## src/rtl/fb_rect_fill.sv

```systemverilog
// Rectangle / full-plane fill engine: streams one framebuffer write per cycle in raster order.
// State | meaning: IDLE | waiting for a command; FILL | emitting pixels; DONE | one-cycle completion pulse
module fb_rect_fill #(
    parameter int HOLD_LAST = 1
) (
    input  logic       iCLK,
    input  logic       iRST,
    input  logic       iCmd_Valid,
    output logic       oCmd_Ready,
    input  logic       iCmd_Op,
    input  logic [7:0] iX0,
    input  logic [7:0] iY0,
    input  logic [7:0] iX1,
    input  logic [7:0] iY1,
    input  logic [8:0] iColor,
    output logic [7:0] write_x,
    output logic [7:0] write_y,
    output logic [2:0] write_r,
    output logic [2:0] write_g,
    output logic [2:0] write_b,
    output logic       oWrite_En,
    output logic       oBusy,
    output logic       oDone
);

    localparam logic [1:0] ST_IDLE = 2'd0;
    localparam logic [1:0] ST_FILL = 2'd1;
    localparam logic [1:0] ST_DONE = 2'd2;

    logic [1:0] state;
    logic [7:0] xmin, xmax, ymax;
    logic [7:0] n_xmin, n_xmax, n_ymin, n_ymax;

    always_comb begin
        n_xmin = (iX0 < iX1) ? iX0 : iX1;
        n_xmax = (iX0 < iX1) ? iX1 : iX0;
        n_ymin = (iY0 < iY1) ? iY0 : iY1;
        n_ymax = (iY0 < iY1) ? iY1 : iY0;
        if (iCmd_Op) begin
            n_xmin = 8'd0;
            n_xmax = 8'd255;
            n_ymin = 8'd0;
            n_ymax = 8'd255;
        end
    end

    assign oCmd_Ready = (state == ST_IDLE) && !iRST;
    assign oBusy      = (state == ST_FILL);
    assign oDone      = (state == ST_DONE);

    // End of row/plane is detected by equality so a bound of 255 never wraps.
    always_ff @(posedge iCLK) begin
        if (iRST) begin
            state     <= ST_IDLE;
            write_x   <= 8'd0;
            write_y   <= 8'd0;
            write_r   <= 3'd0;
            write_g   <= 3'd0;
            write_b   <= 3'd0;
            oWrite_En <= 1'b0;
            xmin      <= 8'd0;
            xmax      <= 8'd0;
            ymax      <= 8'd0;
        end else begin
            case (state)
                ST_IDLE: begin
                    if (iCmd_Valid) begin
                        state     <= ST_FILL;
                        xmin      <= n_xmin;
                        xmax      <= n_xmax;
                        ymax      <= n_ymax;
                        write_x   <= n_xmin;
                        write_y   <= n_ymin;
                        write_r   <= iColor[8:6];
                        write_g   <= iColor[5:3];
                        write_b   <= iColor[2:0];
                        oWrite_En <= 1'b1;
                    end
                end
                ST_FILL: begin
                    if (write_x == xmax) begin
                        if (write_y == ymax) begin
                            state     <= ST_DONE;
                            oWrite_En <= 1'b0;
                            if (HOLD_LAST == 0) begin
                                write_x <= 8'd0;
                                write_y <= 8'd0;
                                write_r <= 3'd0;
                                write_g <= 3'd0;
                                write_b <= 3'd0;
                            end
                        end else begin
                            write_x <= xmin;
                            write_y <= write_y + 8'd1;
                        end
                    end else begin
                        write_x <= write_x + 8'd1;
                    end
                end
                ST_DONE: begin
                    state <= ST_IDLE;
                end
                default: begin
                    state <= ST_IDLE;
                end
            endcase
        end
    end

endmodule

```

## config.mk

```make
export PLATFORM = sky130hd
export DESIGN_NAME = fb_rect_fill
export DESIGN_NICKNAME = d
export VERILOG_FILES = /design/src/rtl/fb_rect_fill.sv
export SDC_FILE = /design/constraint.sdc
export NUM_CORES = 1
export LEC_CHECK = 0
export CORE_UTILIZATION = 55
export CTS_CLUSTER_DIAMETER = 120
export DETAILED_ROUTE_END_ITERATION = 16
export DONT_BUFFER_PORTS = 1
export MAX_ROUTING_LAYER = met4
export PLACE_DENSITY = 0.7
export SYNTH_ARGS = -nofsm -noshare
export SYNTH_HDL_FRONTEND = slang
export SYNTH_SLANG_ARGS = --single-unit
```

## constraint.sdc

```tcl
create_clock -name iCLK -period 3.6 [get_ports iCLK]
set_input_delay 0.36 -clock iCLK [delete_from_list [all_inputs] [get_ports iCLK]]
set_output_delay 0.36 -clock iCLK [all_outputs]
set_load 0.1 [all_outputs]
```

# After elaboration in Yosys (flattened, before gate mapping)

Cells that the tools add are included.

Divide/modulo/power cells: 0
Multiply operators: 0
Reductions and logical operators: 9
Muxes and demuxes: 24
Eq/ne operators: 9
$add $sub $neg: 2
$lt $le $gt $ge: 2
Shifts and indexed selects: 0
Bitwise operators: 0

Operators with widths:

| cell                                                   | number |
|---|---|
| 2-to-1 mux 8 bit                                       | 14 |
| case mux 8 bit (2 select lines)                        | 2 |
| adder 8 x 1 -> 8 bit (second input constant)           | 2 |
| == test 8 bit                                          | 2 |
| less-than comparator 8 bit                             | 2 |
| AND reduction 4 bit                                    | 2 |
| 2-to-1 mux 2 bit                                       | 3 |
| AND reduction 3 bit                                    | 2 |
| inequality test 2 x 1 -> 1 bit (second input constant) | 2 |
| inequality test 2 bit (second input constant)          | 2 |
| case mux 2 bit (2 select lines)                        | 1 |
| 2-to-1 mux 1 bit                                       | 3 |
| inequality test 3 bit (second input constant)          | 1 |
| == test 2 x 1 -> 1 bit (second input constant)         | 1 |
| == test 2 bit (second input constant)                  | 1 |
| logical NOT 2 bit                                      | 1 |
| case mux 1 bit (2 select lines)                        | 1 |
| AND reduction 2 bit                                    | 1 |
| nonzero test 2 bit                                     | 1 |
| logical AND 1 bit                                      | 1 |
| logical NOT 1 bit                                      | 1 |

Memories: 0
ROM bits: 0
Bits in latches: 0
Register bits after elaboration: 52
Word-level logic and storage cells: 56
Bits in writable memories: 0
Output and inout bits: 29

# Depth between registers and ports, before layout

Word-level depth: 5
Gate-level depth with buffers: 10

# Least setup slack after synthesis

OpenSTA, ideal clock, no wires.

Path kind: in2out
Start: in iRST
End: out oCmd_Ready
Data required time: 3.240 ns
Arrival time: 2.699 ns
Path buffers: 2
Setup slack: 0.541 ns
Cell stages on the path: 3
Path through: buf_6 clkbuf_1 nor3_1

Word-level cells in the longest chain between the ends: 2

Ends and longest elaborated chain:

| item              | RTL line | source |
|---|---|---|
| start, declared   | 7        | `input logic iRST,` |
| logical NOT 1 bit | 47       | `assign oCmd_Ready = (state == ST_IDLE) && !iRST;` |
| logical AND 1 bit | 47       |  |
| end, declared     | 9        | `output logic oCmd_Ready,` |

Every way passes these cells.

# Final worst setup path

Start: reg write_x[4]
End: reg write_x[0]

Word-level cells in the longest chain between the ends: 3
Elaborated cells on any way between the ends: 5
Those cells by class: eq/ne (2); mux (2); reduce/logical (1)

Ends and longest elaborated chain:

| item                                                                                           | RTL line | source |
|---|---|---|
| start, declared                                                                                | 16       | `output logic [7:0] write_x,` |
| start signal, assigned                                                                         | 72       | `write_x <= n_xmin;` |
| start signal, assigned                                                                         | 93       | `write_x <= xmin;` |
| start signal, assigned                                                                         | 97       | `write_x <= write_x + 8'd1;` |
| == test 8 bit *                                                                                | 81       | `if (write_x == xmax) begin` |
| inequality test 3 bit (no source line) / 2-to-1 mux 8 bit (equally long branches)              | --       |  |
| AND reduction 3 bit (no source line) / case mux 8 bit (2 select lines) (equally long branches) | --       |  |

Every way passes the cells marked *; elsewhere a longest branch is shown, timed or not.
A chain may end at the register's enable or synchronous reset.

==> out/qor.txt <==
CP Launch Type: register
Critical Path RT: 3.78 ns
Min Clock Period, post-route: 2.32 ns
Setup TNS: 0 ns
H-tree depth: 2
DP Cell Count: 449
met1 usage: 29.4%
syn_nets: 437
synth warn: 0
share of cells above drive strength 1: 14.5%
post_cts resized: 0
met2 usage: 45.4%
largest family of logic cells by synthesized area: compound AO/OA/AOI/OAI gates
Post-synth EDFFs: 0
pin count of the biggest net entering global routing: 35
initial antenna violation count: 0
drt pass-1 iters: 5
RSZ-0062 raised after global routing: false
Die ar.: 6030 sq um
Worst Setup Slack, final: 1.28 ns
Die H: 77.7 um
WL final: 7300 um
hold depth: 1
TritonCTS clock tree: done
Async S/R FF share, synth: 0%
met3 Use GR: 5.41%
die width: 77.7 um
Top-Level Pins: 74
Pleak: 1.37 nW
cts bufs inserted: 5
compound-gate portion of the synthesized area: 26.0%
Slew Viols, Final: 0
Antenna Nets Post-Route: 0
cell area after layout: 3390 sq um
worst setup path class: register to register
Peak Freq: 431 MHz
syn_area_per_cell: 8.37 sq um
dominant synthesized flop cell: dfxtp_1
Arrival @ worst endpoint: 2.50 ns
Tot GR Track Use: 26.2%
register area share after synthesis: 33.1%
Clock Path Buffers: 2
clk_lat worst skew: 0.31 ns
Reg clk slew, reported paths: 0.10 ns
hold-fix buffers at CTS: 0
Max Cap Violations: 0
detailed placement HPWL: 5440 um
endpoint class of the critical path: register
FP Rows: 27
adder-cell area share of the yosys netlist: 6.36%
Tightest Hold Check Type: primary input to register
Clock Sinks: 52
synthesis-to-layout area growth: 7.75%
area share of xor/xnor cells in the synthesized design: 6.12%
# Post-CTS Setup Buffers: 0
DR DRC count: 0
Hold Path End: write_g[1]$_SDFFE_PP0P_
drt initial violations: 139
root buf cell: clkbuf_8
VDD IR max: 0.000382 V
final clock skew: 0.00832 ns
first-pass GRT wire length: 12,200 um
post-synthesis simple-gate area fraction: 15.9%
core area: 5510 sq um
gr busiest metal: met2
synthesized area: 3150 sq um
GP Congestion: 0.856
dpl cell area: 3300 sq um
Max FO, Critical Path: 14
RR Startpoint: write_x[4]$_SDFFE_PP0P_
Vias per Instance: 5.95
Non-Filler Instances: 457
via count: 2,719
reg2reg path depth: 7
final core utilization: 61.6%
setup violators final: 0
Netlist cell types: 55
register bit total from synthesis: 52
mux contribution to synthesized area: 6.12%
worst rel slew slack: 29.3%
Worst R2R Setup Slack: 1.28 ns
final critical-path share of the clock period: 64.5%
vias in the first global route: 2,681
Hold Startpoint: iRST
Buffers on Ports: 0
Hold Fails Final Rpt: 0
status: completed
PwrDens: 518 nW/um^2
Worst Tran Pin Value: 1.06 ns
antenna fix cells: 0
worst slack, placed: 0.986 ns
global route overflow: 0
Reg-to-Reg End: write_x[0]$_SDFFE_PP0P_
Initial Util: 57.2%
Cells after Synth: 376
DR WL/cell: 16.0 um
Nets: 445
-- cells by family (layout without fill, tap and decap cells) --
kind of cell             after synthesis  after routing
AO/OA/AOI/OAI                        119            119
XOR/XNOR                              22             22
adder cells (fa/ha/maj)               16             16
buffers and inverters                 41             50
flip-flops                            52             52
multiplexers                          18             18
AND/OR/NAND/NOR                      108            108
-- report_power, final --
| part | total, mW | internal [mW] | switching [mW] |
|---|---|---|---|
| registers | 0.739 | 0.635 | 0.103 |
| logic | 0.685 | 0.209 | 0.476 |
| clock network | 0.333 | 0.136 | 0.197 |
-- cell usage in the layout, fill, tap and decap left out, types with 2 or more instances in the layout --
cell type	synthesis	layout
a211oi_1	8	8
a21o_1	3	3
a21oi_1	39	39
a221oi_1	2	2
a222oi_1	3	3
a22oi_1	11	11
a311oi_1	3	3
a31oi_1	2	2
and3_1	2	2
buf_4	1	22
clkbuf_8	0	5
clkinv_2	0	2
dfxtp_1	52	52
ha_1	16	16
inv_1	19	19
mux2_2	9	9
mux2i_1	8	8
nand2_1	41	41
nand2b_1	2	2
nand3_1	6	6
nand4_1	6	6
nor2_1	37	37
o21ai_0	27	27
o21ai_1	2	2
o2bb2ai_1	4	4
o32ai_1	3	3
or2_2	2	2
xnor2_1	19	19
xor2_1	3	3
-- worst max-delay path by stage --
stage                                        from                       to  slack (ns)  depth (start not counted)
after floorplan                              iRST               oCmd_Ready        0.54                          3
after CTS                   state[0]$_SDFFE_PP0P_     xmin[7]$_SDFFE_PP0P_        1.30                          6
after global placement                     iY1[5]  write_y[7]$_SDFFE_PP0P_        1.01                          9
after detailed placement                   iY1[5]  write_y[7]$_SDFFE_PP0P_        0.99                          9
after global routing        state[0]$_SDFFE_PP0P_  write_x[4]$_SDFFE_PP0P_        1.03                          7
final                     write_x[4]$_SDFFE_PP0P_  write_x[0]$_SDFFE_PP0P_        1.28                          7
-- state kept, by name, indices dropped and copies added, names as in the netlist, 3 cells and up --
signal and count:
write_g 3, xmax 8, xmin 8, write_b 3
write_x 8, write_r 3, ymax 8, write_y 8
-- per-stage QoR --
step / total power, mW / hold slack, ns
global route: 1.85 / 0.0899
finish: 1.76 / 0.109
global placement: 1.43 / 0.432
detailed placement: 1.44 / 0.433
floorplan: 1.32 / 0.476
CTS: 1.77 / 0.0966
-- cell usage after synthesis, drive strengths merged (2+ instances only) --
library cell	count	area, sq um
or2	2	12.5
a211oi	8	60.1
nor2	38	145
a22oi	11	82.6
a21oi	39	195
nand3	6	30.0
o21ai	30	154
mux2i	8	80.1
nor3	3	26.3
xnor2	19	166
inv	19	71.3
a21o	3	22.5
ha	16	200
and3	3	20.0
nor2b	2	12.5
nand2b	3	26.3
a222oi	3	30.0
xor2	3	26.3
o2bb2ai	4	35.0
nand2	41	154
clkbuf	11	45.1
a221oi	3	43.8
a2111oi	2	42.5
o32ai	3	26.3
mux2	10	113
a311oi	3	26.3
a31oi	2	12.5
dfxtp	52	1040
buf	11	86.3
o21bai	2	26.3
nand4	7	50.1
-- critical path, cell delays in order, from the launching register on --
cell and delay [ns]:
dfxtp_1 0.32, buf_4 0.32, xnor2_1 0.17, nand4_1 0.24, o21ai_2 0.33, nand3_1 0.47, nor2_1 0.26, a211oi_1 0.07
-- area by class of cell --
type                    instances  area (sq um)
clock inverters                 3          18.8
well taps                      72          90.1
fillers                       489          2110
multi-input cells             283          1910
inverters                      19          71.3
flip-flops and latches         52          1040
clock buffers                   5          68.8
repair buffers                 23           190
-- routing by layer --
metal,vias up,part of all wire (%)
li1,1358,-
met1,1259,43
met2,85,48
met3,17,6.7
met4,0,2.5
met5,-,0
Power figures use the tool's default switching activity.
